## src/rtl/mux_sel_sequencer_pkg.sv

```systemverilog
// Shared constants, state encoding and helpers for the 4:1 selector sequencer.
package sel_seq_pkg;

  localparam int NCH   = 4;
  localparam int SEL_W = 2;

  typedef enum logic [1:0] {
    S_IDLE   = 2'd0,
    S_SETTLE = 2'd1,
    S_HOLD   = 2'd2
  } state_e;

  function automatic logic [NCH-1:0] idx2onehot(input logic [SEL_W-1:0] idx);
    logic [NCH-1:0] oh;
    oh      = '0;
    oh[idx] = 1'b1;
    return oh;
  endfunction

endpackage

```

## src/rtl/mux_sel_sequencer_if.sv

```systemverilog
// Request/ack and selector-control bundle between the sequencer (master) and
// the selector/consumer side (slave).
interface mux_sel_sequencer_if
  import sel_seq_pkg::*;
#(
  parameter int CNT_W = 8
);

  logic [NCH-1:0]       req;
  logic                 ack;
  logic                 sel1;
  logic                 sel0;
  logic [NCH-1:0]       grant;
  logic                 out_valid;
  logic                 busy;
  logic [NCH*CNT_W-1:0] grant_cnt;

  modport master (
    input  req, ack,
    output sel1, sel0, grant, out_valid, busy, grant_cnt
  );

  modport slave (
    output req, ack,
    input  sel1, sel0, grant, out_valid, busy, grant_cnt
  );

endinterface

```

## src/rtl/mux_sel_sequencer_rr_pick.sv

```systemverilog
// Combinational round-robin picker: nearest requesting channel after 'last'.
module rr_pick
  import sel_seq_pkg::*;
(
  input  logic [NCH-1:0]   req,
  input  logic [SEL_W-1:0] last,
  output logic             found,
  output logic [SEL_W-1:0] idx
);

  logic [SEL_W-1:0] cand;

  // Walk from the farthest candidate to the nearest so the nearest hit wins.
  always_comb begin
    found = 1'b0;
    idx   = last;
    cand  = last;
    for (int off = NCH; off >= 1; off--) begin
      cand = last + SEL_W'(off);
      if (req[cand]) begin
        found = 1'b1;
        idx   = cand;
      end
    end
  end

endmodule

```

## src/rtl/mux_sel_sequencer.sv

```systemverilog
// Round-robin select sequencer for the 4:1 gate-level selector with settle delay.
// Optional per-channel grant statistics are built when SEL_SEQ_STATS_EN is defined.
module mux_sel_sequencer
  import sel_seq_pkg::*;
#(
  parameter int SETTLE_CYC = 3,
  parameter int CNT_W      = 8
)(
  input  logic                clk,
  input  logic                rst,
  mux_sel_sequencer_if.master bus
);

  localparam logic [1:0] ST_IDLE   = S_IDLE;
  localparam logic [1:0] ST_SETTLE = S_SETTLE;
  localparam logic [1:0] ST_HOLD   = S_HOLD;
  localparam logic [3:0] SETTLE_LOAD = 4'(SETTLE_CYC - 1);

  logic [1:0]       state;
  logic [3:0]       cnt;
  logic [SEL_W-1:0] last;
  logic [SEL_W-1:0] sel;
  logic [NCH-1:0]   grant;
  logic             out_valid;
  logic             busy;

  logic             take;
  logic [SEL_W-1:0] pick_last;
  logic             found;
  logic [SEL_W-1:0] pick_idx;

  // On the ack edge the pointer update must already steer the next search.
  assign take      = (state == ST_HOLD) && bus.ack;
  assign pick_last = take ? sel : last;

  rr_pick u_pick (
    .req   (bus.req),
    .last  (pick_last),
    .found (found),
    .idx   (pick_idx)
  );

  always_ff @(posedge clk) begin
    if (rst) begin
      state     <= ST_IDLE;
      cnt       <= '0;
      last      <= SEL_W'(NCH - 1);
      sel       <= '0;
      grant     <= '0;
      out_valid <= 1'b0;
      busy      <= 1'b0;
    end else begin
      case (state)
        ST_IDLE: begin
          if (found) begin
            sel   <= pick_idx;
            grant <= idx2onehot(pick_idx);
            cnt   <= SETTLE_LOAD;
            busy  <= 1'b1;
            state <= ST_SETTLE;
          end else begin
            grant <= '0;
          end
        end
        ST_SETTLE: begin
          if (cnt == '0) begin
            out_valid <= 1'b1;
            state     <= ST_HOLD;
          end else begin
            cnt <= cnt - 4'd1;
          end
        end
        ST_HOLD: begin
          if (bus.ack) begin
            last      <= sel;
            out_valid <= 1'b0;
            if (found) begin
              sel   <= pick_idx;
              grant <= idx2onehot(pick_idx);
              cnt   <= SETTLE_LOAD;
              state <= ST_SETTLE;
            end else begin
              grant <= '0;
              busy  <= 1'b0;
              state <= ST_IDLE;
            end
          end
        end
        default: begin
          state     <= ST_IDLE;
          grant     <= '0;
          out_valid <= 1'b0;
          busy      <= 1'b0;
        end
      endcase
    end
  end

  assign bus.sel1      = sel[1];
  assign bus.sel0      = sel[0];
  assign bus.grant     = grant;
  assign bus.out_valid = out_valid;
  assign bus.busy      = busy;

`ifdef SEL_SEQ_STATS_EN
  logic [CNT_W-1:0] stat [NCH];

  // Saturating per-channel counters, bumped on each accepted ack.
  always_ff @(posedge clk) begin
    if (rst) begin
      for (int i = 0; i < NCH; i++) stat[i] <= '0;
    end else if (take) begin
      for (int i = 0; i < NCH; i++) begin
        if (grant[i] && (stat[i] != '1)) stat[i] <= stat[i] + 1'b1;
      end
    end
  end

  for (genvar g = 0; g < NCH; g++) begin : g_stat
    assign bus.grant_cnt[g*CNT_W +: CNT_W] = stat[g];
  end
`else
  assign bus.grant_cnt = '0;
`endif

endmodule

```

## src/flat_wrapper.sv

```systemverilog
// flat-port wrapper written by rule: the top's interface ports become plain ports
module mux_sel_sequencer_flat import sel_seq_pkg::*;
#(
  parameter int SETTLE_CYC = 3,
  parameter int CNT_W      = 8
)
  (clk, rst, bus_req, bus_ack, bus_sel1, bus_sel0, bus_grant, bus_out_valid, bus_busy, bus_grant_cnt);
  mux_sel_sequencer_if #(.CNT_W(CNT_W)) bus_i ();
  input  logic clk;
  input  logic rst;
  input wire logic [$bits(bus_i.req)-1:0] bus_req;
  input wire logic [$bits(bus_i.ack)-1:0] bus_ack;
  output wire logic [$bits(bus_i.sel1)-1:0] bus_sel1;
  output wire logic [$bits(bus_i.sel0)-1:0] bus_sel0;
  output wire logic [$bits(bus_i.grant)-1:0] bus_grant;
  output wire logic [$bits(bus_i.out_valid)-1:0] bus_out_valid;
  output wire logic [$bits(bus_i.busy)-1:0] bus_busy;
  output wire logic [$bits(bus_i.grant_cnt)-1:0] bus_grant_cnt;
  assign bus_i.req = bus_req;
  assign bus_i.ack = bus_ack;
  assign bus_sel1 = bus_i.sel1;
  assign bus_sel0 = bus_i.sel0;
  assign bus_grant = bus_i.grant;
  assign bus_out_valid = bus_i.out_valid;
  assign bus_busy = bus_i.busy;
  assign bus_grant_cnt = bus_i.grant_cnt;
  mux_sel_sequencer #(.SETTLE_CYC(SETTLE_CYC), .CNT_W(CNT_W)) u_core (.clk(clk), .rst(rst), .bus(bus_i));
endmodule
```

## config.mk

```make
export PLATFORM = sky130hd
export DESIGN_NAME = mux_sel_sequencer_flat
export DESIGN_NICKNAME = d
export VERILOG_FILES = /design/src/rtl/mux_sel_sequencer_pkg.sv /design/src/rtl/mux_sel_sequencer_if.sv /design/src/rtl/mux_sel_sequencer_rr_pick.sv /design/src/rtl/mux_sel_sequencer.sv /design/src/flat_wrapper.sv
export SDC_FILE = /design/constraint.sdc
export NUM_CORES = 1
export LEC_CHECK = 0
export ABC_AREA = 1
export CAP_MARGIN = 20
export CORE_MARGIN = 1.5
export CORE_UTILIZATION = 43
export DETAILED_ROUTE_END_ITERATION = 10
export PLACE_DENSITY_LB_ADDON = 0.12
export SYNTH_ARGS = -nofsm -noshare
export SYNTH_HDL_FRONTEND = slang
export SYNTH_SLANG_ARGS = --single-unit
export TNS_END_PERCENT = 30
```

## constraint.sdc

```tcl
create_clock -name clk -period 1.9 [get_ports clk]
set_input_delay 0.38 -clock clk [delete_from_list [all_inputs] [get_ports clk]]
set_output_delay 0.38 -clock clk [all_outputs]
set_load 0.02 [all_outputs]
```

==> key figures <==
Critical path
  • CP delay by family, top: buffers and inverters
  • Arr. time, crit path: 1.33 ns
  • CP Capture Type: output pin
  • Worst path bufs/invs: 1
  • Slowest stage cell, crit path: clkdlybuf4s50_1
  • Crit Path Category: flip-flop to output pin
  • Crit-path max cell delay: roughly 0.63 ns
  • Crit path cell chain: clkdlybuf4s50_1
  • Critical Path Start Type: flip-flop
  • Worst-path fanout max: 3
  • Reg2reg setup slack: about 0.27 ns
  • WP data required: ~1.5 ns

Detailed routing
  • Post-DRT Antenna Nets: 0
  • Detailed Routing Iterations Pass 1: 4
  • Drt drc: 0
  • DR WL/cell: 9.35 um
  • Vias/cell: between 4 and 5
  • Final WL: about 2200 um
  • Vias: approximately 1.1k
  • 1st-iter DRT viols: 37

Finish
  • Most frequent cells in the layout: nand2_1, conb_1, inv_1, buf_4, dfxtp_1
  • Sequential cell area: between 300 and 400 um^2
  • Layout cells sized above 1: around 18%
  • Filler Cell Count: approximately 290
  • Layout Nets: about 220
  • Area of the multi-input gates: roughly 670 um^2
  • Final non-filler cell total: 236
  • Final instance area: between 1000 and 1500 um^2
  • Most common cell after layout, fill and taps aside: nand2_1
  • Area Growth Syn to Fin: 14.5%
  • ANT cells: 0

Floorplanning
  • Die Y: 56.1 um
  • Area of the core: roughly 2700 um^2
  • Die width: 56.1 um
  • Starting Density: 44.7%
  • Num ports: between 40 and 50
  • Rows: 19
  • Die ar.: about 3100 um^2

Clock network
  • CTS tree: built
  • Clk pin slew, worst setup/hold paths: ~0.090 ns
  • Longest Clk Path Bufs: 2
  • CTS root buf: clkbuf_4
  • H-tree depth: 1
  • TritonCTS Sinks: 16
  • Number of CTS-inserted buffers: 3
  • Setup Buffers After CTS: 0
  • Clock latency on the worst-skew pair: 0.28 ns

Flow run
  • Max-cap violations: 0

Timing
  • Setup violators final: 0
  • RSZ-0062 raised after global routing: no
  • Final worst path period need: 1.71 ns
  • Final hold violation count: 0
  • Tcrit/Tclk final: around 90%
  • Setup WS post-layout: between 0.15 and 0.2 ns
  • Fin. max-slew vios: 0
  • Setup TNS: 0 ns
  • Clk_skew: approximately 0.0014 ns
  • Peak Freq: 586 MHz

Placed design
  • Gpl congestion: 0.881
  • Port Buffers: 14
  • Placed Area: ~1400 um^2
  • Post-DP HPWL: between 1500 and 2000 um
  • Placed cells: around 230
  • Worst slack at placement: -0.328 ns

Power
  • Combinational power share: about 47%
  • Sw Share: between 40% and 50%
  • Clock power share: ~15%
  • VDD IR max: 0.000444 V
  • Sw power: 0.476 mW
  • Power, Total: roughly 1.1 mW
  • Internal power: approximately 0.67 mW
  • Leakage power: 0.713 nW
  • PD cells: roughly 830 nW/um^2
  • Sequential Power Share: 38.1%

Yosys
  • Post-synth top area cell: dfxtp_1
  • Sequential area share after synthesis: 26.4%
  • Distinct cells, synth: 28
  • Area fraction of the dominant cell type after synthesis: around a quarter
  • Synth warn: 0
  • Post-synthesis register bit count: 16
  • Cells after Synth: about 180
  • Mean Syn Cell Area: between 6 and 7 um^2
  • Top post-synthesis cells by area: dfxtp_1, buf_4, nand2_1
  • Cell Area, Synth: approximately 1200 um^2

Global routing
  • First-pass GRT wire length: around 4000 um
  • Vias in the first global route: around 940
  • Grt ovf: 0
  • Largest net degree at the start of global routing: 10
  • All-Layer GR Usage: around 16%
  • Antenna violations before repair: 0

Status
  • Status: finished, final reports clean

Hold path
  • Worst Hold Class: flip-flop to flip-flop
-- final timing paths --
kind	end	cells past startpoint	start
worst max-delay path	bus_sel0	1	u_core.sel[0]
worst min-delay path	u_core.bus.grant[2]	2	u_core.bus.grant[2]
worst max register to register	u_core.sel[0]	13	u_core.state[1]
worst min register to register	u_core.bus.grant[2]	2	u_core.bus.grant[2]
-- timing repair --
action / in CTS / in global routing
endpoints found under the setup margin: 5 / 5
hold buffers: 0 / 0
resized for setup: 1 / 3
-- cell families after synthesis --
logic type	after synthesis	share of synthesized area, %
AOI/OAI and AO/OA	20	10.0
adders and majority gates	2	2.07
buffers and inverters	57	27.9
DFF	16	26.4
other	1	0.310
and+or+nand+nor	81	33.3
-- power groups by stage --
stage                     sequential [mW]  clock [mW]  combinational (mW)
final                               0.436       0.172               0.536
after floorplan                     0.461           0               0.388
after detailed placement            0.441           0               0.536
after global placement              0.439           0               0.531
after global routing                0.445       0.198               0.602
after CTS                           0.433       0.183               0.538
-- routing by layer --
| layer | track usage [%] | routed length (um) | vias to the layer above |
|---|---|---|---|
| met5 | 0 | 0 | - |
| met4 | 4.08 | 7 | 0 |
| met3 | 3.02 | 113 | 2 |
| met2 | 24.5 | 991 | 34 |
| met1 | 21.9 | 1090 | 457 |
| li1 | - | - | 558 |
-- sequential cells by signal (all words and copies together), names as in the netlist --
register and count:
u_core.bus.busy 1, u_core.sel 2, u_core.last 2, u_core.bus.out_valid 1, u_core.bus.grant 4, u_core.cnt 4, u_core.state 2
-- final cells by class --
| class | count | area share (%) |
|---|---|---|
| Sequential cell | 16 | 23.3 |
| Timing Repair Buffer | 28 | 17.6 |
| Inverter | 23 | 6.41 |
| Multi-Input combinational cell | 135 | 48.3 |
| Tap cell | 31 | 2.80 |
| Clock buffer | 3 | 1.62 |
-- per-stage QoR --
step	hold WS (ns)	util, %
after floorplan	0.449	-
after global placement	0.455	50.2
after detailed placement	0.461	50.2
after CTS	0.473	51.0
after global routing	0.488	51.2
final	0.471	51.2
-- cells in the mapped netlist, drive strengths merged --
master,number
a211oi,1
buf,33
nor3,5
clkbuf,1
nand2,51
o31ai,2
a21oi,12
nand4,6
nor2,6
nand3,12
o21ai,2
inv,23
ha,2
conb,1
o211ai,2
a31oi,1
dfxtp,16
and2,1
(Power assumes the default switching activity.)
